[config.mk]
export PLATFORM = sky130hd
export DESIGN_NAME = axis_batch_cmd_parser
export DESIGN_NICKNAME = d
export VERILOG_FILES = /design/src/rtl/axis_batch_cmd_parser.sv
export SDC_FILE = /design/constraint.sdc
export NUM_CORES = 1
export LEC_CHECK = 0
export ABC_AREA = 1
export CORE_MARGIN = 2
export CORE_UTILIZATION = 54
export DETAILED_ROUTE_END_ITERATION = 10
export PLACE_DENSITY = 0.88
export REMOVE_ABC_BUFFERS = 1
export SYNTH_ARGS = -nofsm -noshare
export SYNTH_HDL_FRONTEND = slang
export SYNTH_SLANG_ARGS = --single-unit
[constraint.sdc]
create_clock -name aclk -period 4.9 [get_ports aclk]
set_input_delay 1.47 -clock aclk [delete_from_list [all_inputs] [get_ports aclk]]
set_output_delay 1.47 -clock aclk [all_outputs]
set_load 0.05 [all_outputs]
[src/rtl/axis_batch_cmd_parser.sv]
// AXI-Stream command front end for the BRAM batch FSM: header decode, instruction/done handshake, status beat.
// Optional macro PARSER_WATCHDOG_EN adds an EXEC timeout that reports status code 3.
module axis_batch_cmd_parser #(
  parameter logic [7:0]  HEADER_MAGIC   = 8'hC0,
  parameter int unsigned TIMEOUT_CYCLES = 65535
) (
  input  logic        aclk,
  input  logic        aresetn,
  input  logic [31:0] s_axis_tdata,
  input  logic        s_axis_tvalid,
  output logic        s_axis_tready,
  input  logic        s_axis_tlast,
  output logic [31:0] payload_tdata,
  output logic        payload_tvalid,
  input  logic        payload_tready,
  output logic        payload_tlast,
  output logic [7:0]  Instruction_code,
  output logic [4:0]  wr_bram_start,
  output logic [4:0]  wr_bram_end,
  output logic [2:0]  rd_bram_start,
  output logic [2:0]  rd_bram_end,
  output logic [15:0] wr_addr_start,
  output logic [15:0] wr_addr_count,
  output logic [15:0] rd_addr_start,
  output logic [15:0] rd_addr_count,
  input  logic        batch_write_done,
  input  logic        batch_read_done,
  output logic [31:0] m_status_tdata,
  output logic        m_status_tvalid,
  input  logic        m_status_tready,
  output logic        m_status_tlast,
  output logic        busy
);
  typedef enum logic [2:0] {HDR0, HDR1, HDR2, EXEC, DRAIN, STATUS} state_t;

  state_t      state;
  logic        hdr_ready;
  logic [7:0]  op_field;
  logic [15:0] w0_low;
  logic [31:0] w1;
  logic [3:0]  code;
  logic [15:0] count;
  logic [15:0] count_next;
  logic        pass;
  logic        hs;
  logic        pay_hs;
  logic        done;
  logic        magic_ok;
  logic        op_ok;

  if (TIMEOUT_CYCLES == 0) begin : g_timeout_guard
  end

  // Header stages accept via a registered ready; EXEC write/duplex is a pure passthrough.
  assign pass           = (state == EXEC) && (op_field == 8'h01 || op_field == 8'h03);
  assign s_axis_tready  = hdr_ready | (pass & payload_tready);
  assign payload_tvalid = pass & s_axis_tvalid;
  assign payload_tdata  = pass ? s_axis_tdata : 32'h0;
  assign payload_tlast  = pass & s_axis_tlast;
  assign m_status_tlast = m_status_tvalid;
  assign busy           = (state != HDR0);

  assign hs         = s_axis_tvalid & s_axis_tready;
  assign pay_hs     = payload_tvalid & payload_tready;
  assign count_next = (pay_hs && count != 16'hFFFF) ? count + 16'd1 : count;
  assign magic_ok   = (s_axis_tdata[31:24] == HEADER_MAGIC);
  assign op_ok      = (s_axis_tdata[23:16] == 8'h01) || (s_axis_tdata[23:16] == 8'h02) ||
                      (s_axis_tdata[23:16] == 8'h03);

  always_comb begin
    done = 1'b0;
    case (op_field)
      8'h01:   done = batch_write_done;
      8'h02:   done = batch_read_done;
      8'h03:   done = batch_write_done & batch_read_done;
      default: done = 1'b0;
    endcase
  end

`ifdef PARSER_WATCHDOG_EN
  logic [31:0] wd_cnt;
  logic        tlast_seen;
  logic        tlast_now;
  logic        wd_fire;
  assign tlast_now = tlast_seen | (pay_hs & s_axis_tlast);
  assign wd_fire   = (wd_cnt == 32'(TIMEOUT_CYCLES - 1));
`endif

  function automatic logic [31:0] status_word(input logic [3:0] c, input logic [7:0] op,
                                              input logic [15:0] cnt);
    return {4'hA, c, op, cnt};
  endfunction

  always_ff @(posedge aclk or negedge aresetn) begin
    if (!aresetn) begin
      state            <= HDR0;
      hdr_ready        <= 1'b0;
      op_field         <= 8'h00;
      w0_low           <= 16'h0;
      w1               <= 32'h0;
      code             <= 4'h0;
      count            <= 16'h0;
      Instruction_code <= 8'h00;
      wr_bram_start    <= 5'd0;
      wr_bram_end      <= 5'd0;
      rd_bram_start    <= 3'd0;
      rd_bram_end      <= 3'd0;
      wr_addr_start    <= 16'h0;
      wr_addr_count    <= 16'h0;
      rd_addr_start    <= 16'h0;
      rd_addr_count    <= 16'h0;
      m_status_tdata   <= 32'h0;
      m_status_tvalid  <= 1'b0;
`ifdef PARSER_WATCHDOG_EN
      wd_cnt           <= 32'h0;
      tlast_seen       <= 1'b0;
`endif
    end else begin
      count <= count_next;
      case (state)
        HDR0: begin
          hdr_ready <= 1'b1;
          if (hs) begin
            op_field <= s_axis_tdata[23:16];
            w0_low   <= s_axis_tdata[15:0];
            if (!magic_ok || !op_ok) begin
              code <= magic_ok ? 4'd2 : 4'd1;
              if (s_axis_tlast) begin
                state           <= STATUS;
                hdr_ready       <= 1'b0;
                m_status_tvalid <= 1'b1;
                m_status_tdata  <= status_word(magic_ok ? 4'd2 : 4'd1, s_axis_tdata[23:16], count);
              end else begin
                state <= DRAIN;
              end
            end else if (s_axis_tlast) begin
              code            <= 4'd4;
              state           <= STATUS;
              hdr_ready       <= 1'b0;
              m_status_tvalid <= 1'b1;
              m_status_tdata  <= status_word(4'd4, s_axis_tdata[23:16], count);
            end else begin
              state <= HDR1;
            end
          end
        end
        HDR1: begin
          if (hs) begin
            w1 <= s_axis_tdata;
            if (s_axis_tlast) begin
              code            <= 4'd4;
              state           <= STATUS;
              hdr_ready       <= 1'b0;
              m_status_tvalid <= 1'b1;
              m_status_tdata  <= status_word(4'd4, op_field, count);
            end else begin
              state <= HDR2;
            end
          end
        end
        HDR2: begin
          if (hs) begin
            wr_bram_start    <= w0_low[15:11];
            wr_bram_end      <= w0_low[10:6];
            rd_bram_start    <= w0_low[5:3];
            rd_bram_end      <= w0_low[2:0];
            wr_addr_start    <= w1[31:16];
            wr_addr_count    <= w1[15:0];
            rd_addr_start    <= s_axis_tdata[31:16];
            rd_addr_count    <= s_axis_tdata[15:0];
            Instruction_code <= op_field;
            code             <= 4'd0;
            hdr_ready        <= 1'b0;
            state            <= EXEC;
`ifdef PARSER_WATCHDOG_EN
            wd_cnt           <= 32'h0;
            tlast_seen       <= 1'b0;
`endif
          end
        end
        EXEC: begin
          // Dropping the code on the done edge keeps the batch FSM from relaunching in its IDLE.
          if (done) begin
            Instruction_code <= 8'h00;
            state            <= STATUS;
            m_status_tvalid  <= 1'b1;
            m_status_tdata   <= status_word(code, op_field, count_next);
          end
`ifdef PARSER_WATCHDOG_EN
          else if (wd_fire) begin
            Instruction_code <= 8'h00;
            code             <= 4'd3;
            if (pass && !tlast_now) begin
              state     <= DRAIN;
              hdr_ready <= 1'b1;
            end else begin
              state           <= STATUS;
              m_status_tvalid <= 1'b1;
              m_status_tdata  <= status_word(4'd3, op_field, count_next);
            end
          end else begin
            wd_cnt     <= wd_cnt + 32'd1;
            tlast_seen <= tlast_now;
          end
`endif
        end
        DRAIN: begin
          if (hs && s_axis_tlast) begin
            state           <= STATUS;
            hdr_ready       <= 1'b0;
            m_status_tvalid <= 1'b1;
            m_status_tdata  <= status_word(code, op_field, count);
          end
        end
        STATUS: begin
          if (m_status_tready) begin
            m_status_tvalid <= 1'b0;
            m_status_tdata  <= 32'h0;
            count           <= 16'h0;
            hdr_ready       <= 1'b1;
            state           <= HDR0;
          end
        end
        default: state <= HDR0;
      endcase
    end
  end
endmodule

After elaboration in Yosys (flattened, before gate mapping)
Cells that the tools add are included.
{"block": "word_totals", "register_bits": 201, "inputBits": 40, "output_inout_bits": 158, "elab_cells": 124}
{"block": "classes", "n_addsub": 1, "n_eq_ne": 23, "n_mux": 50, "n_bitwise": 7, "n_reduce_logical": 25}
{"cell": "$mux W32", "n": 10}
{"cell": "$pmux W32 S5", "n": 1}
{"cell": "$mux W16", "n": 3}
{"cell": "$eq A8 B2 Y1 const B", "n": 4}
{"cell": "$mux W3", "n": 9}
{"cell": "$mux W4", "n": 5}
{"cell": "$pmux W3 S6", "n": 1}
{"cell": "$reduce_and A6 Y1", "n": 3}
{"cell": "$add A16 B1 Y16 const B", "n": 1}
{"cell": "$eq A8 B1 Y1 const B", "n": 2}
{"cell": "$mux W8", "n": 2}
{"cell": "$ne A16 B16 Y1 const B", "n": 1}
{"cell": "$ne A2 B2 Y1 const B", "n": 8}
{"cell": "$pmux W8 S2", "n": 1}
{"cell": "$mux W1", "n": 13}
{"cell": "$pmux W4 S3", "n": 1}
{"cell": "$reduce_bool A5 Y1", "n": 2}
{"cell": "$eq A8 B8 Y1 const B", "n": 1}
{"cell": "$reduce_and A8 Y1", "n": 1}
{"cell": "$and A1 B1 Y1", "n": 6}
{"cell": "$eq A3 B2 Y1 const B", "n": 2}
{"cell": "$eq A3 B3 Y1 const B", "n": 2}
{"cell": "$reduce_and A2 Y1", "n": 3}
{"cell": "$reduce_bool A3 Y1", "n": 2}
{"cell": "other kinds (15)", "n": 22}

Depth between registers and ports, before layout
Gate-level depths: netlist of run 1.
{"block": "logic_depth", "ltp_word": 9, "depth_mapped": 13, "depth_no_buf": 12}

Least setup slack after synthesis of run 1
No wires, ideal clock.
{"block": "synth_timing", "path_kind": "input to output", "startpoint": "in s_axis_tdata[21]", "endpoint": "out payload_tdata[21]", "arrival_time_ns": 2.196, "setup_slack_ns": 1.234, "path_stages": 2, "n_path_buf": 0, "path_cell_list": "inv_1 -> nor2_1"}
{"block": "synth_via", "elab_chain_cells": 1}
{"element": "start: declaration", "line_no": "9", "source": "input logic [31:0] s_axis_tdata,"}
{"element": "$mux W32", "line_no": "58", "source": "assign payload_tdata = pass ? s_axis_tdata : 32'h0;"}
{"element": "end: declaration", "line_no": "13", "source": "output logic [31:0] payload_tdata,"}
No other way between the ends.

Final worst setup path of run 1
{"block": "layout_timing", "startpoint": "in s_axis_tdata[20]", "endpoint": "out payload_tdata[20]"}
The elaborated chain is that of the path after synthesis.

==> results of run 1 <==
-- cells by family after synthesis --
| kind of cell | count (synthesis) |
|---|---|
| compound gates | 165 |
| fa+ha+maj | 1 |
| buf+inv | 157 |
| flops | 198 |
| xor+xnor | 6 |
| simple gates | 504 |
| other cells | 1 |
-- where the power goes --
group / internal (mW) / switching [mW]
Clock: 0.691 / 0.672
Sequential: 2.24 / 0.368
Combinational: 1.07 / 2.53
Total: 4.00 / 3.57
-- layer usage --
metal	global-route usage	part of all wire
met2	0.464	0.50
met3	0.0689	0.066
met1	0.342	0.41
met5	0	0
met4	0.111	0.027
-- cells in the mapped netlist, drive strengths merged --
cell / n / area, µm²
nand2: 350 / 1340
nand3: 41 / 223
nor3b: 1 / 7.51
nand3b: 4 / 30.0
a211oi: 1 / 7.51
xor2: 5 / 43.8
a21oi: 15 / 75.1
inv: 110 / 413
o211ai: 3 / 22.5
o21bai: 6 / 45.0
a2bb2oi: 1 / 8.76
conb: 1 / 3.75
dfrtp: 198 / 4950
xnor2: 1 / 8.76
o22ai: 16 / 100
nor2: 100 / 385
clkbuf: 21 / 78.8
buf: 26 / 191
o21ai: 123 / 616
ha: 1 / 12.5
nand4: 8 / 50.1
-- path summary, 6_finish.rpt --
check,slack (ns),start,to,cells after the start
setup reg to reg,1.83,state[2]$_DFFE_PN0P_,Instruction_code[7]$_DFFE_PN0P_,10
min in group asynchronous,0.94,aresetn,wr_addr_count[3]$_DFFE_PN0P_,1
setup / recovery,0.41,s_axis_tdata[20],payload_tdata[20],4
max in group asynchronous,2.96,aresetn,count[7]$_DFF_PN0_,2
hold reg to reg,0.48,wr_addr_start[9]$_DFFE_PN0P_,wr_addr_start[9]$_DFFE_PN0P_,2
hold / removal,0.48,wr_addr_start[9]$_DFFE_PN0P_,wr_addr_start[9]$_DFFE_PN0P_,2
-- worst max-delay path, cell delays in order --
cell             delay, ns
clkdlybuf4s50_1       0.47
inv_1                 0.12
nor2_1                0.14
clkdlybuf4s50_1       0.81
-- sequential cells by signal (all words and copies together), names as in the netlist, 4 cells and up --
signal and flops:
w1 32, m_status_tdata 29, code 4, wr_bram_start 5, wr_bram_end 5, w0_low 16
wr_addr_start 16, op_field 8, rd_addr_start 16, rd_addr_count 16, count 16, Instruction_code 8
wr_addr_count 16
-- area by class of cell --
cell class	instances	area (µm²)
clock buffer	18	439
clock inverter	14	133
fill	1176	4490
inverter	110	413
multi-input combinational	678	2990
sequential	198	4950
tap	216	270
timing repair buffer	202	2020
==> report_table.html, run 1 <==
<table>
<tr><th>Metric</th><th>Value</th></tr>
<tr><th colspan="2">Yosys</th></tr>
<tr><td>Part of the Yosys area used for sequential elements</td><td>0.575</td></tr>
<tr><td>Xor-xnor portion of the synthesized cell area</td><td>0.00610</td></tr>
<tr><td>Post-Synthesis Mean Instance Area</td><td>8.35 µm²</td></tr>
<tr><td>Basic-gate share of the synthesized area counting and, or, nand and nor cells</td><td>0.236</td></tr>
<tr><td>Synthesized netlist cell count</td><td>1032</td></tr>
<tr><td>Combinational family with the most area after synthesis</td><td>simple AND/OR/NAND/NOR gates</td></tr>
<tr><td>Flops &amp; latches, synth</td><td>198</td></tr>
<tr><td>YS warnings</td><td>0</td></tr>
<tr><td>Post-synthesis adder-cell area fraction</td><td>0.00145</td></tr>
<tr><td>Share of the synthesized area in compound gates (AO/OA/AOI/OAI)</td><td>0.102</td></tr>
<tr><td>Number of library cell types mapped by synthesis</td><td>31</td></tr>
<tr><td>Total standard cell area after synthesis</td><td>8610 µm²</td></tr>
<tr><td>Post-synthesis mux area share</td><td>0</td></tr>
<tr><th colspan="2">Clock tree</th></tr>
<tr><td>Number of buffers created by CTS</td><td>17</td></tr>
<tr><td>CTS clk-pin slew, worst paths</td><td>0.07 ns</td></tr>
<tr><td>Clk sinks</td><td>198</td></tr>
<tr><td>Maximum count of clock buffers along a single path</td><td>2</td></tr>
<tr><td>Clk Tree Root Cell</td><td>clkbuf_16</td></tr>
<tr><td>CTS H-tree depth</td><td>4</td></tr>
<tr><td>Clock tree from TritonCTS</td><td>yes</td></tr>
<tr><td>Hold_buf cts</td><td>0</td></tr>
<tr><td>CTS-repair resized insts</td><td>0</td></tr>
<tr><td>Clock latency of the later-clocked register in the worst-skew pair</td><td>0.43 ns</td></tr>
<tr><td>Count of buffers added by post-CTS timing repair for setup</td><td>0</td></tr>
<tr><th colspan="2">Timing</th></tr>
<tr><td>Final period utilization</td><td>0.917</td></tr>
<tr><td>Setup Skew</td><td>0.0106 ns</td></tr>
<tr><td>PnR worst setup slack</td><td>0.408 ns</td></tr>
<tr><td>Worst relative slew slack</td><td>0.277</td></tr>
<tr><td>Maximum frequency from static timing analysis</td><td>223 MHz</td></tr>
<tr><td>RSZ-0062 raised after global routing</td><td>no</td></tr>
<tr><td>Final number of setup-violating endpoints</td><td>0</td></tr>
<tr><td>Final hold violation count</td><td>0</td></tr>
<tr><td>Fin crit period</td><td>4.49 ns</td></tr>
<tr><td>Max-slew violations</td><td>0</td></tr>
<tr><td>Sum of negative setup slack</td><td>0 ns</td></tr>
<tr><td>Measured slew at the worst slew-check pin</td><td>1.08 ns</td></tr>
<tr><td>Worst hold margin</td><td>0.477 ns</td></tr>
<tr><th colspan="2">Setup path</th></tr>
<tr><td>Critical path launch point type</td><td>input pin</td></tr>
<tr><td>Critical path type</td><td>in -&gt; out</td></tr>
<tr><td>Required time reported for the critical path endpoint</td><td>3.43 ns</td></tr>
<tr><td>Capturing element type of the critical path</td><td>primary output</td></tr>
<tr><td>Data arrival time of the critical path</td><td>3.02 ns</td></tr>
<tr><td>Critical path peak fanout</td><td>5</td></tr>
<tr><th colspan="2">Placement</th></tr>
<tr><td>Port Buf Inserts</td><td>195</td></tr>
<tr><td>Area after detailed placement</td><td>10600 µm²</td></tr>
<tr><td>Weighted congestion at the end of routability-driven global placement</td><td>0.914</td></tr>
<tr><td>Hpwl dp</td><td>15400 µm</td></tr>
<tr><td>Worst slack after detailed placement</td><td>0.415 ns</td></tr>
<tr><td>DP Cell Count</td><td>1404</td></tr>
<tr><th colspan="2">Power</th></tr>
<tr><td>Power density over cell area</td><td>674 nW/µm²</td></tr>
<tr><td>Power consumption</td><td>7.56 mW</td></tr>
<tr><td>Lkg Pwr</td><td>5.49 nW</td></tr>
<tr><td>Worst IR Drop VDD</td><td>459 µV</td></tr>
<tr><th colspan="2">GRT</th></tr>
<tr><td>First-pass GRT wire length</td><td>36100 µm</td></tr>
<tr><td>Global router's overall resource usage</td><td>0.275</td></tr>
<tr><td>Maximum number of pins on one net before global-route repair</td><td>108</td></tr>
<tr><td>Number of antenna violations at the first check in global routing</td><td>0</td></tr>
<tr><td>Vias in the first global route</td><td>7242</td></tr>
<tr><td>Total overflow reported by the global router</td><td>0</td></tr>
<tr><th colspan="2">Drt</th></tr>
<tr><td>First-pass iteration count of the detailed router</td><td>5</td></tr>
<tr><td>WL final</td><td>22400 µm</td></tr>
<tr><td>Post-detailed-route count of antenna-violating nets</td><td>0</td></tr>
<tr><td>Remaining routing DRC violations</td><td>0</td></tr>
<tr><td>Routed vias/inst</td><td>5.18</td></tr>
<tr><td>DRT iter0 DRCs</td><td>501</td></tr>
<tr><td>Routed vias</td><td>7435</td></tr>
<tr><td>Average detailed-routed wire length per instance</td><td>15.6 µm</td></tr>
<tr><th colspan="2">Floorplan</th></tr>
<tr><td>DIE WIDTH</td><td>130 µm</td></tr>
<tr><td>Total die area</td><td>17000 µm²</td></tr>
<tr><td>Core outline area</td><td>15700 µm²</td></tr>
<tr><td>Number of core rows</td><td>46</td></tr>
<tr><td>Top Ports</td><td>198</td></tr>
<tr><td>Initial cell density of the core</td><td>0.548</td></tr>
<tr><td>Die Height</td><td>130 µm</td></tr>
<tr><th colspan="2">Final layout</th></tr>
<tr><td>Share of layout cells above drive strength 1</td><td>0.0484</td></tr>
<tr><td>Count of non-filler cells in the finished layout</td><td>1436</td></tr>
<tr><td>Most common cell after layout, fill and taps aside</td><td>nand2_1</td></tr>
<tr><td>Final instance area</td><td>11200 µm²</td></tr>
<tr><td>Ant. Diodes</td><td>0</td></tr>
<tr><td>Most frequent cells in the layout</td><td>345 x nand2_1, 198 x dfrtp_1, 190 x clkdlybuf4s50_1, 122 x o21ai_0, 105 x inv_1</td></tr>
<tr><td>Number of nets at the end of the flow</td><td>1248</td></tr>
<tr><td>Area Overhead vs Synth</td><td>30.3%</td></tr>
<tr><td>Final core utilization</td><td>0.714</td></tr>
<tr><th colspan="2">Run</th></tr>
<tr><td>Max Cap Violations</td><td>0</td></tr>
<tr><th colspan="2">Outcome</th></tr>
<tr><td>Status</td><td>complete, no violations</td></tr>
<tr><th colspan="2">Hold path</th></tr>
<tr><td>Worst hold path type</td><td>reg -&gt; reg</td></tr>
</table>
Power figures use the tool's default switching activity.
==> run 2: changes to the inputs <==
CORE_UTILIZATION = 56   (was 54)
CTS_BUF_LIST = sky130_fd_sc_hd__clkbuf_8   (was default)
PLACE_DENSITY = 0.91   (was 0.88)
==> run 2 against run 1 <==
  * Final cell count decreased by 1.7%
  * Setup slack lost 0.015 ns
  * Critical path type unchanged
  * Largest power group unchanged
  * Combinational power about the same
  * Sequential power is essentially flat
==> report_table.html, run 2 (same netlist as run 1, synthesis figures left out) <==
<table>
<tr><th>Metric</th><th>Value</th></tr>
<tr><th colspan="2">Outcome</th></tr>
<tr><td>Status</td><td>complete, no violations (unchanged)</td></tr>
<tr><th colspan="2">Final layout</th></tr>
<tr><td>Largest register by flop count</td><td>w1 (unchanged)</td></tr>
<tr><td>Area Overhead vs Synth</td><td>28.0% (was 30.3%)</td></tr>
<tr><td>Largest register FFs</td><td>32 (unchanged)</td></tr>
<tr><td>Final core utilization</td><td>0.731 (was 0.714)</td></tr>
<tr><td>Most frequent cells in the layout</td><td>344 x nand2_1, 198 x dfrtp_1, 189 x clkdlybuf4s50_1, 122 x o21ai_0, 105 x inv_1 (was 345 x nand2_1, 198 x dfrtp_1, 190 x clkdlybuf4s50_1, 122 x o21ai_0, 105 x inv_1)</td></tr>
<tr><td>Fillers</td><td>1094 (was 1176)</td></tr>
<tr><td>Largest registers</td><td>w1: 32 flops, m_status_tdata: 29 flops (unchanged)</td></tr>
<tr><td>Final instance area</td><td>11000 µm² (was 11200 µm²)</td></tr>
<tr><td>Share of layout cells above drive strength 1</td><td>0.0523 (was 0.0484)</td></tr>
<tr><td>Ant. Diodes</td><td>0 (unchanged)</td></tr>
<tr><td>Number of nets at the end of the flow</td><td>1251 (was 1248)</td></tr>
<tr><td>Most common cell after layout, fill and taps aside</td><td>nand2_1 (unchanged)</td></tr>
<tr><th colspan="2">Timing</th></tr>
<tr><td>Measured slew at the worst slew-check pin</td><td>1.13 ns (was 1.08 ns)</td></tr>
<tr><td>Sum of negative setup slack</td><td>0 ns (unchanged)</td></tr>
<tr><td>Fin crit period</td><td>4.51 ns (was 4.49 ns)</td></tr>
<tr><td>Setup Skew</td><td>0.0137 ns (was 0.0106 ns)</td></tr>
<tr><td>Worst relative slew slack</td><td>0.245 (was 0.277)</td></tr>
<tr><td>Maximum frequency from static timing analysis</td><td>222 MHz (was 223 MHz)</td></tr>
<tr><td>Final hold violation count</td><td>0 (unchanged)</td></tr>
<tr><td>Max-slew violations</td><td>0 (unchanged)</td></tr>
<tr><td>Final period utilization</td><td>0.920 (was 0.917)</td></tr>
<tr><td>Final number of setup-violating endpoints</td><td>0 (unchanged)</td></tr>
<tr><td>RSZ-0062 raised after global routing</td><td>no (unchanged)</td></tr>
<tr><th colspan="2">Drt</th></tr>
<tr><td>Routed vias/inst</td><td>5.43 (was 5.18)</td></tr>
<tr><td>WL final</td><td>22700 µm (was 22400 µm)</td></tr>
<tr><td>Routed vias</td><td>7658 (was 7435)</td></tr>
<tr><td>DRT iter0 DRCs</td><td>654 (was 501)</td></tr>
<tr><td>Average detailed-routed wire length per instance</td><td>16.1 µm (was 15.6 µm)</td></tr>
<tr><td>First-pass iteration count of the detailed router</td><td>5 (unchanged)</td></tr>
<tr><td>Remaining routing DRC violations</td><td>0 (unchanged)</td></tr>
<tr><td>Post-detailed-route count of antenna-violating nets</td><td>0 (unchanged)</td></tr>
<tr><th colspan="2">Placement</th></tr>
<tr><td>Area after detailed placement</td><td>10600 µm² (about the same)</td></tr>
<tr><td>Weighted congestion at the end of routability-driven global placement</td><td>0.902 (was 0.914)</td></tr>
<tr><td>Hpwl dp</td><td>15700 µm (was 15400 µm)</td></tr>
<tr><td>Port Buf Inserts</td><td>195 (unchanged)</td></tr>
<tr><th colspan="2">Power</th></tr>
<tr><td>Power density over cell area</td><td>660 nW/µm² (was 674 nW/µm²)</td></tr>
<tr><td>Lkg Pwr</td><td>5.42 nW (was 5.49 nW)</td></tr>
<tr><td>Power consumption</td><td>7.28 mW (was 7.56 mW)</td></tr>
<tr><td>Worst IR Drop VDD</td><td>488 µV (was 459 µV)</td></tr>
<tr><th colspan="2">GRT</th></tr>
<tr><td>Total overflow reported by the global router</td><td>0 (unchanged)</td></tr>
<tr><td>Highest-utilization routing layer at the global route stage</td><td>met2 (unchanged)</td></tr>
<tr><td>First-pass GRT wire length</td><td>36600 µm (was 36100 µm)</td></tr>
<tr><td>Global router's overall resource usage</td><td>0.287 (was 0.275)</td></tr>
<tr><td>Fraction of met3 tracks used by global routing</td><td>0.0755 (was 0.0689)</td></tr>
<tr><td>Vias in the first global route</td><td>7402 (was 7242)</td></tr>
<tr><td>GRT met1 Usage</td><td>0.350 (was 0.342)</td></tr>
<tr><td>Number of antenna violations at the first check in global routing</td><td>0 (unchanged)</td></tr>
<tr><td>Maximum number of pins on one net before global-route repair</td><td>106 (was 108)</td></tr>
<tr><td>GR Util met2</td><td>0.483 (was 0.464)</td></tr>
<tr><th colspan="2">Hold path</th></tr>
<tr><td>Launch instance of the worst min-delay path</td><td>wr_addr_start[5]$_DFFE_PN0P_ (was wr_addr_start[9]$_DFFE_PN0P_)</td></tr>
<tr><td>Worst Hold Path EP</td><td>wr_addr_start[5]$_DFFE_PN0P_ (was wr_addr_start[9]$_DFFE_PN0P_)</td></tr>
<tr><td>Count of cells along the worst hold path</td><td>2 (unchanged)</td></tr>
<tr><td>Worst hold path type</td><td>reg -&gt; reg (unchanged)</td></tr>
<tr><th colspan="2">Floorplan</th></tr>
<tr><td>Die Height</td><td>128 µm (was 130 µm)</td></tr>
<tr><td>DIE WIDTH</td><td>128 µm (was 130 µm)</td></tr>
<tr><td>Total die area</td><td>16400 µm² (was 17000 µm²)</td></tr>
<tr><td>Number of core rows</td><td>45 (was 46)</td></tr>
<tr><td>Core outline area</td><td>15100 µm² (was 15700 µm²)</td></tr>
<tr><td>Initial cell density of the core</td><td>0.571 (was 0.548)</td></tr>
<tr><td>Top Ports</td><td>198 (unchanged)</td></tr>
<tr><th colspan="2">Clock tree</th></tr>
<tr><td>Number of buffers created by CTS</td><td>17 (unchanged)</td></tr>
<tr><td>Hold_buf cts</td><td>0 (unchanged)</td></tr>
<tr><td>Clock latency of the later-clocked register in the worst-skew pair</td><td>0.47 ns (was 0.43 ns)</td></tr>
<tr><td>Clock tree from TritonCTS</td><td>yes (unchanged)</td></tr>
<tr><td>Clk sinks</td><td>198 (unchanged)</td></tr>
<tr><td>Clk Tree Root Cell</td><td>clkbuf_8 (was clkbuf_16)</td></tr>
<tr><td>Count of buffers added by post-CTS timing repair for setup</td><td>0 (unchanged)</td></tr>
<tr><td>CTS-repair resized insts</td><td>0 (unchanged)</td></tr>
<tr><td>CTS clk-pin slew, worst paths</td><td>0.10 ns (was 0.07 ns)</td></tr>
<tr><td>Maximum count of clock buffers along a single path</td><td>2 (unchanged)</td></tr>
<tr><td>CTS H-tree depth</td><td>4 (unchanged)</td></tr>
<tr><th colspan="2">Setup path</th></tr>
<tr><td>Slowest stage delay, CP</td><td>0.81 ns (about the same)</td></tr>
<tr><td>Critical path peak fanout</td><td>3 (was 5)</td></tr>
<tr><td>Worst path most repeated cell</td><td>clkdlybuf4s50_1 (unchanged)</td></tr>
<tr><td>Required time reported for the critical path endpoint</td><td>3.43 ns (about the same)</td></tr>
<tr><td>Critical path launch point type</td><td>input pin (unchanged)</td></tr>
<tr><td>Critical path type</td><td>in -&gt; out (unchanged)</td></tr>
<tr><td>Reg-to-reg slack, setup</td><td>2.09 ns (was 1.83 ns)</td></tr>
<tr><td>Slowest-stage cell, CP</td><td>clkdlybuf4s50_1 (unchanged)</td></tr>
<tr><td>Endpoint of the worst-slack reg-to-reg timing path</td><td>Instruction_code[7]$_DFFE_PN0P_ (unchanged)</td></tr>
<tr><td>Beginning of the critical path</td><td>payload_tready (was s_axis_tdata[20])</td></tr>
<tr><td>Capturing element type of the critical path</td><td>primary output (unchanged)</td></tr>
<tr><td>Worst r2r src</td><td>op_field[2]$_DFFE_PN0P_ (was state[2]$_DFFE_PN0P_)</td></tr>
<tr><td>Series of cell instances along the critical path</td><td>clkdlybuf4s50_1, nand3_1, nand2_2, clkdlybuf4s50_1 (was clkdlybuf4s50_1, inv_1, nor2_1, clkdlybuf4s50_1)</td></tr>
<tr><td>Number of cells on the worst reg-to-reg path</td><td>11 (was 10)</td></tr>
<tr><td>Data arrival time of the critical path</td><td>3.04 ns (was 3.02 ns)</td></tr>
<tr><th colspan="2">Run</th></tr>
<tr><td>Max Cap Violations</td><td>0 (unchanged)</td></tr>
</table>
==> run 2: layout make-up <==
class / count / area, µm² / area share
Inverter: 110 / 413 / 0.0375
Multi-Input combinational cell: 678 / 2990 / 0.271
Timing Repair Buffer: 205 / 2030 / 0.184
Tap cell: 188 / 235 / 0.0213
Sequential cell: 198 / 4950 / 0.449
Clock buffer: 17 / 234 / 0.0212
Clock inverter: 15 / 168 / 0.0152
==> run 2: worst max path at each step <==
stage / endpoint / cells after the start / slack, ns
after detailed placement: s_axis_tready / 4 / 0.42
after floorplan: w1[21]$_DFFE_PN0P_ / 6 / 0.80
after global placement: s_axis_tready / 4 / 0.44
after global routing: s_axis_tready / 4 / 0.35
final: s_axis_tready / 4 / 0.39
after CTS: payload_tdata[29] / 4 / 0.40
==> run 2: critical path: cells and delay by family <==
kind | cells | cell delay, ns
buf+inv | 2 | 1.34
simple gates | 2 | 0.23
==> run 2: metal layers <==
layer,share of wire,vias up
met5,0,-
met1,0.40,3687
met4,0.035,0
li1,-,3580
met2,0.49,328
met3,0.074,63
==> run 2: power by group <==
part	leakage [nW]	internal [mW]	switching [mW]
Sequential	2.60	2.23	0.348
Clock	0.204	0.467	0.599
Combinational	2.62	1.07	2.56
==> run 2: per-stage QoR <==
| stage | hold WS [ns] | setup WS, ns | cells |
|---|---|---|---|
| floorplan | 0.441 | 0.800 | 986 |
| global placement | 0.454 | 0.439 | 1379 |
| detailed placement | 0.457 | 0.416 | 1379 |
| CTS | 0.482 | 0.399 | 1411 |
| global route | 0.494 | 0.346 | 1411 |
| finish | 0.477 | 0.393 | 1411 |
==> run 3: changes to the inputs <==
GPL_TIMING_DRIVEN = 0   (was default)
==> run 3 against run 2 <==
  * Sequential cell count did not move
  * Critical path type unchanged
  * Non-clock buffer count is 8 lower
  * Die area unchanged
  * Via count fell by 3.0%
  * Maximum frequency shrank 3.1%
  * Sequential share of layout area shrank 0.051 points
  * Global-route usage down 0.55 points
  * Register-to-register slack worse by 0.48 ns
  * Highest routed layer unchanged
  * Clock power about the same
  * First-iteration DRC count shrank 4.1%
  * Worst hold slack better by 0.0015 ns
  * Largest power group unchanged
  * Critical endpoint is now payload_tlast
==> report_table.html, run 3 (same netlist as run 1, synthesis figures left out) <==
<table>
<tr><th>Metric</th><th>Value</th></tr>
<tr><th colspan="2">Drt</th></tr>
<tr><td>WL final</td><td>22100 µm (was 22700 µm)</td></tr>
<tr><td>DRT iter0 DRCs</td><td>627 (was 654)</td></tr>
<tr><td>Routed vias</td><td>7426 (was 7658)</td></tr>
<tr><td>First-pass iteration count of the detailed router</td><td>5 (unchanged)</td></tr>
<tr><td>Average detailed-routed wire length per instance</td><td>15.7 µm (was 16.1 µm)</td></tr>
<tr><td>Remaining routing DRC violations</td><td>0 (unchanged)</td></tr>
<tr><td>Post-detailed-route count of antenna-violating nets</td><td>0 (unchanged)</td></tr>
<tr><td>Routed vias/inst</td><td>5.29 (was 5.43)</td></tr>
<tr><th colspan="2">Timing</th></tr>
<tr><td>RSZ-0062 raised after global routing</td><td>no (unchanged)</td></tr>
<tr><td>Max-slew violations</td><td>0 (unchanged)</td></tr>
<tr><td>Measured slew at the worst slew-check pin</td><td>1.23 ns (was 1.13 ns)</td></tr>
<tr><td>Worst relative slew slack</td><td>0.179 (was 0.245)</td></tr>
<tr><td>PnR worst setup slack</td><td>0.248 ns (was 0.393 ns)</td></tr>
<tr><td>Final number of setup-violating endpoints</td><td>0 (unchanged)</td></tr>
<tr><td>Final period utilization</td><td>0.949 (was 0.920)</td></tr>
<tr><td>Fin crit period</td><td>4.65 ns (was 4.51 ns)</td></tr>
<tr><td>Sum of negative setup slack</td><td>0 ns (unchanged)</td></tr>
<tr><td>Setup Skew</td><td>0.0190 ns (was 0.0137 ns)</td></tr>
<tr><td>Worst hold margin</td><td>0.479 ns (was 0.477 ns)</td></tr>
<tr><td>Maximum frequency from static timing analysis</td><td>215 MHz (was 222 MHz)</td></tr>
<tr><td>Final hold violation count</td><td>0 (unchanged)</td></tr>
<tr><th colspan="2">Power</th></tr>
<tr><td>Lkg Pwr</td><td>5.38 nW (was 5.42 nW)</td></tr>
<tr><td>Power consumption</td><td>7.28 mW (about the same)</td></tr>
<tr><td>Power density over cell area</td><td>659 nW/µm² (was 660 nW/µm²)</td></tr>
<tr><td>Worst IR Drop VDD</td><td>438 µV (was 488 µV)</td></tr>
<tr><th colspan="2">GRT</th></tr>
<tr><td>Number of antenna violations at the first check in global routing</td><td>0 (unchanged)</td></tr>
<tr><td>Maximum number of pins on one net before global-route repair</td><td>146 (was 106)</td></tr>
<tr><td>Total overflow reported by the global router</td><td>0 (unchanged)</td></tr>
<tr><td>First-pass GRT wire length</td><td>35900 µm (was 36600 µm)</td></tr>
<tr><td>Global router's overall resource usage</td><td>0.282 (was 0.287)</td></tr>
<tr><td>Vias in the first global route</td><td>7162 (was 7402)</td></tr>
<tr><th colspan="2">Clock tree</th></tr>
<tr><td>CTS H-tree depth</td><td>4 (unchanged)</td></tr>
<tr><td>Clock latency of the later-clocked register in the worst-skew pair</td><td>0.48 ns (was 0.47 ns)</td></tr>
<tr><td>Clock tree from TritonCTS</td><td>yes (unchanged)</td></tr>
<tr><td>Clk Tree Root Cell</td><td>clkbuf_8 (unchanged)</td></tr>
<tr><td>Number of buffers created by CTS</td><td>17 (unchanged)</td></tr>
<tr><td>Maximum count of clock buffers along a single path</td><td>2 (unchanged)</td></tr>
<tr><td>Clk sinks</td><td>198 (unchanged)</td></tr>
<tr><td>Count of buffers added by post-CTS timing repair for setup</td><td>0 (unchanged)</td></tr>
<tr><td>Hold_buf cts</td><td>0 (unchanged)</td></tr>
<tr><td>CTS clk-pin slew, worst paths</td><td>0.10 ns (about the same)</td></tr>
<tr><td>CTS-repair resized insts</td><td>1 (was 0)</td></tr>
<tr><th colspan="2">Setup path</th></tr>
<tr><td>Critical path peak fanout</td><td>4 (was 3)</td></tr>
<tr><td>Number of cells on the worst reg-to-reg path</td><td>10 (was 11)</td></tr>
<tr><td>Critical path type</td><td>in -&gt; out (unchanged)</td></tr>
<tr><td>End of the critical path</td><td>payload_tlast (was s_axis_tready)</td></tr>
<tr><td>Worst r2r src</td><td>state[2]$_DFFE_PN0P_ (was op_field[2]$_DFFE_PN0P_)</td></tr>
<tr><td>Endpoint of the worst-slack reg-to-reg timing path</td><td>Instruction_code[1]$_DFFE_PN0P_ (was Instruction_code[7]$_DFFE_PN0P_)</td></tr>
<tr><td>Beginning of the critical path</td><td>s_axis_tlast (was payload_tready)</td></tr>
<tr><td>Capturing element type of the critical path</td><td>primary output (unchanged)</td></tr>
<tr><td>Critical path launch point type</td><td>input pin (unchanged)</td></tr>
<tr><td>Data arrival time of the critical path</td><td>3.18 ns (was 3.04 ns)</td></tr>
<tr><td>Reg-to-reg slack, setup</td><td>1.61 ns (was 2.09 ns)</td></tr>
<tr><td>Required time reported for the critical path endpoint</td><td>3.43 ns (about the same)</td></tr>
<tr><th colspan="2">Floorplan</th></tr>
<tr><td>Initial cell density of the core</td><td>0.571 (unchanged)</td></tr>
<tr><td>Die Height</td><td>128 µm (unchanged)</td></tr>
<tr><td>Total die area</td><td>16400 µm² (unchanged)</td></tr>
<tr><td>Top Ports</td><td>198 (unchanged)</td></tr>
<tr><td>DIE WIDTH</td><td>128 µm (unchanged)</td></tr>
<tr><td>Core outline area</td><td>15100 µm² (unchanged)</td></tr>
<tr><td>Number of core rows</td><td>45 (unchanged)</td></tr>
<tr><th colspan="2">Final layout</th></tr>
<tr><td>Number of nets at the end of the flow</td><td>1243 (was 1251)</td></tr>
<tr><td>Share of layout cells above drive strength 1</td><td>0.0428 (was 0.0523)</td></tr>
<tr><td>Most common cell after layout, fill and taps aside</td><td>nand2_1 (unchanged)</td></tr>
<tr><td>Largest registers</td><td>w1: 32 flops, m_status_tdata: 29 flops (unchanged)</td></tr>
<tr><td>Area used by multi-input combinational logic</td><td>3000 µm² (was 2990 µm²)</td></tr>
<tr><td>Ant. Diodes</td><td>0 (unchanged)</td></tr>
<tr><td>Final core utilization</td><td>0.731 (about the same)</td></tr>
<tr><td>Area Overhead vs Synth</td><td>28.1% (was 28.0%)</td></tr>
<tr><td>Count of non-filler cells in the finished layout</td><td>1403 (was 1411)</td></tr>
<tr><td>Largest register by flop count</td><td>w1 (unchanged)</td></tr>
<tr><td>Area occupied by registers</td><td>4950 µm² (unchanged)</td></tr>
<tr><td>Fillers</td><td>1095 (was 1094)</td></tr>
<tr><td>Largest register FFs</td><td>32 (unchanged)</td></tr>
<tr><td>Most frequent cells in the layout</td><td>343 x nand2_1, 198 x dfrtp_1, 194 x clkdlybuf4s50_1, 122 x o21ai_0, 105 x inv_1 (was 344 x nand2_1, 198 x dfrtp_1, 189 x clkdlybuf4s50_1, 122 x o21ai_0, 105 x inv_1)</td></tr>
<tr><td>Final instance area</td><td>11000 µm² (about the same)</td></tr>
<tr><th colspan="2">Outcome</th></tr>
<tr><td>Status</td><td>complete, no violations (unchanged)</td></tr>
<tr><th colspan="2">Placement</th></tr>
<tr><td>Weighted congestion at the end of routability-driven global placement</td><td>0.905 (was 0.902)</td></tr>
<tr><td>Worst slack after detailed placement</td><td>0.124 ns (was 0.416 ns)</td></tr>
<tr><td>DP Cell Count</td><td>1371 (was 1379)</td></tr>
<tr><td>Area after detailed placement</td><td>10600 µm² (about the same)</td></tr>
<tr><td>Port Buf Inserts</td><td>195 (unchanged)</td></tr>
<tr><td>Hpwl dp</td><td>15100 µm (was 15700 µm)</td></tr>
<tr><th colspan="2">Hold path</th></tr>
<tr><td>Count of cells along the worst hold path</td><td>2 (unchanged)</td></tr>
<tr><td>Worst hold path type</td><td>reg -&gt; reg (unchanged)</td></tr>
<tr><th colspan="2">Run</th></tr>
<tr><td>Max Cap Violations</td><td>0 (unchanged)</td></tr>
</table>
run 3: changes by cell type in the layout (fill, tap and decap cells not counted), sizes merged:
| cell | previous run | this run |
|---|---|---|
| clkinvlp | 1 | 0 |
| buf | 15 | 3 |
| clkdlybuf4s50 | 189 | 194 |
run 3: metal layers:
| metal | GRT usage | wire length [µm] | vias up |
|---|---|---|---|
| met5 | 0 | 0 | - |
| met4 | 0.131 | 843 | 0 |
| met3 | 0.0710 | 1380 | 59 |
| met2 | 0.459 | 10800 | 250 |
| met1 | 0.358 | 9060 | 3548 |
| li1 | - | - | 3569 |
run 3: where the power goes:
group | leakage (nW) | switching, mW | internal, mW | total, mW
logic | 2.57 | 2.53 | 1.06 | 3.59
clock network | 0.218 | 0.611 | 0.491 | 1.10
registers | 2.60 | 0.349 | 2.23 | 2.58
run 3: how the worst min path moves through the flow:
stage	startpoint	end	slack (ns)
3_3_place_gp	wr_bram_end[3]$_DFFE_PN0P_	wr_bram_end[3]$_DFFE_PN0P_	0.45
2_1_floorplan	hdr_ready$_DFFE_PN0P_	hdr_ready$_DFFE_PN0P_	0.44
4_1_cts	m_status_tdata[0]$_DFFE_PN0P_	m_status_tdata[0]$_DFFE_PN0P_	0.48
6_report	m_status_tdata[27]$_DFFE_PN0P_	m_status_tdata[27]$_DFFE_PN0P_	0.48
5_1_grt	wr_addr_start[8]$_DFFE_PN0P_	wr_addr_start[8]$_DFFE_PN0P_	0.50
3_5_place_dp	m_status_tdata[27]$_DFFE_PN0P_	m_status_tdata[27]$_DFFE_PN0P_	0.46
run 3: cell type report:
type	instances	share of cell area
clock inverters	14	0.0164
clock buffers	18	0.0224
multi-input cells	678	0.272
well taps	188	0.0213
flip-flops and latches	198	0.449
repair buffers	197	0.182
inverters	110	0.0374
run 3: worst max-delay path: stages:
cell             delay [ns]
clkdlybuf4s50_1        0.59
inv_1                  0.17
nor2_1                 0.13
clkdlybuf4s50_1        0.83
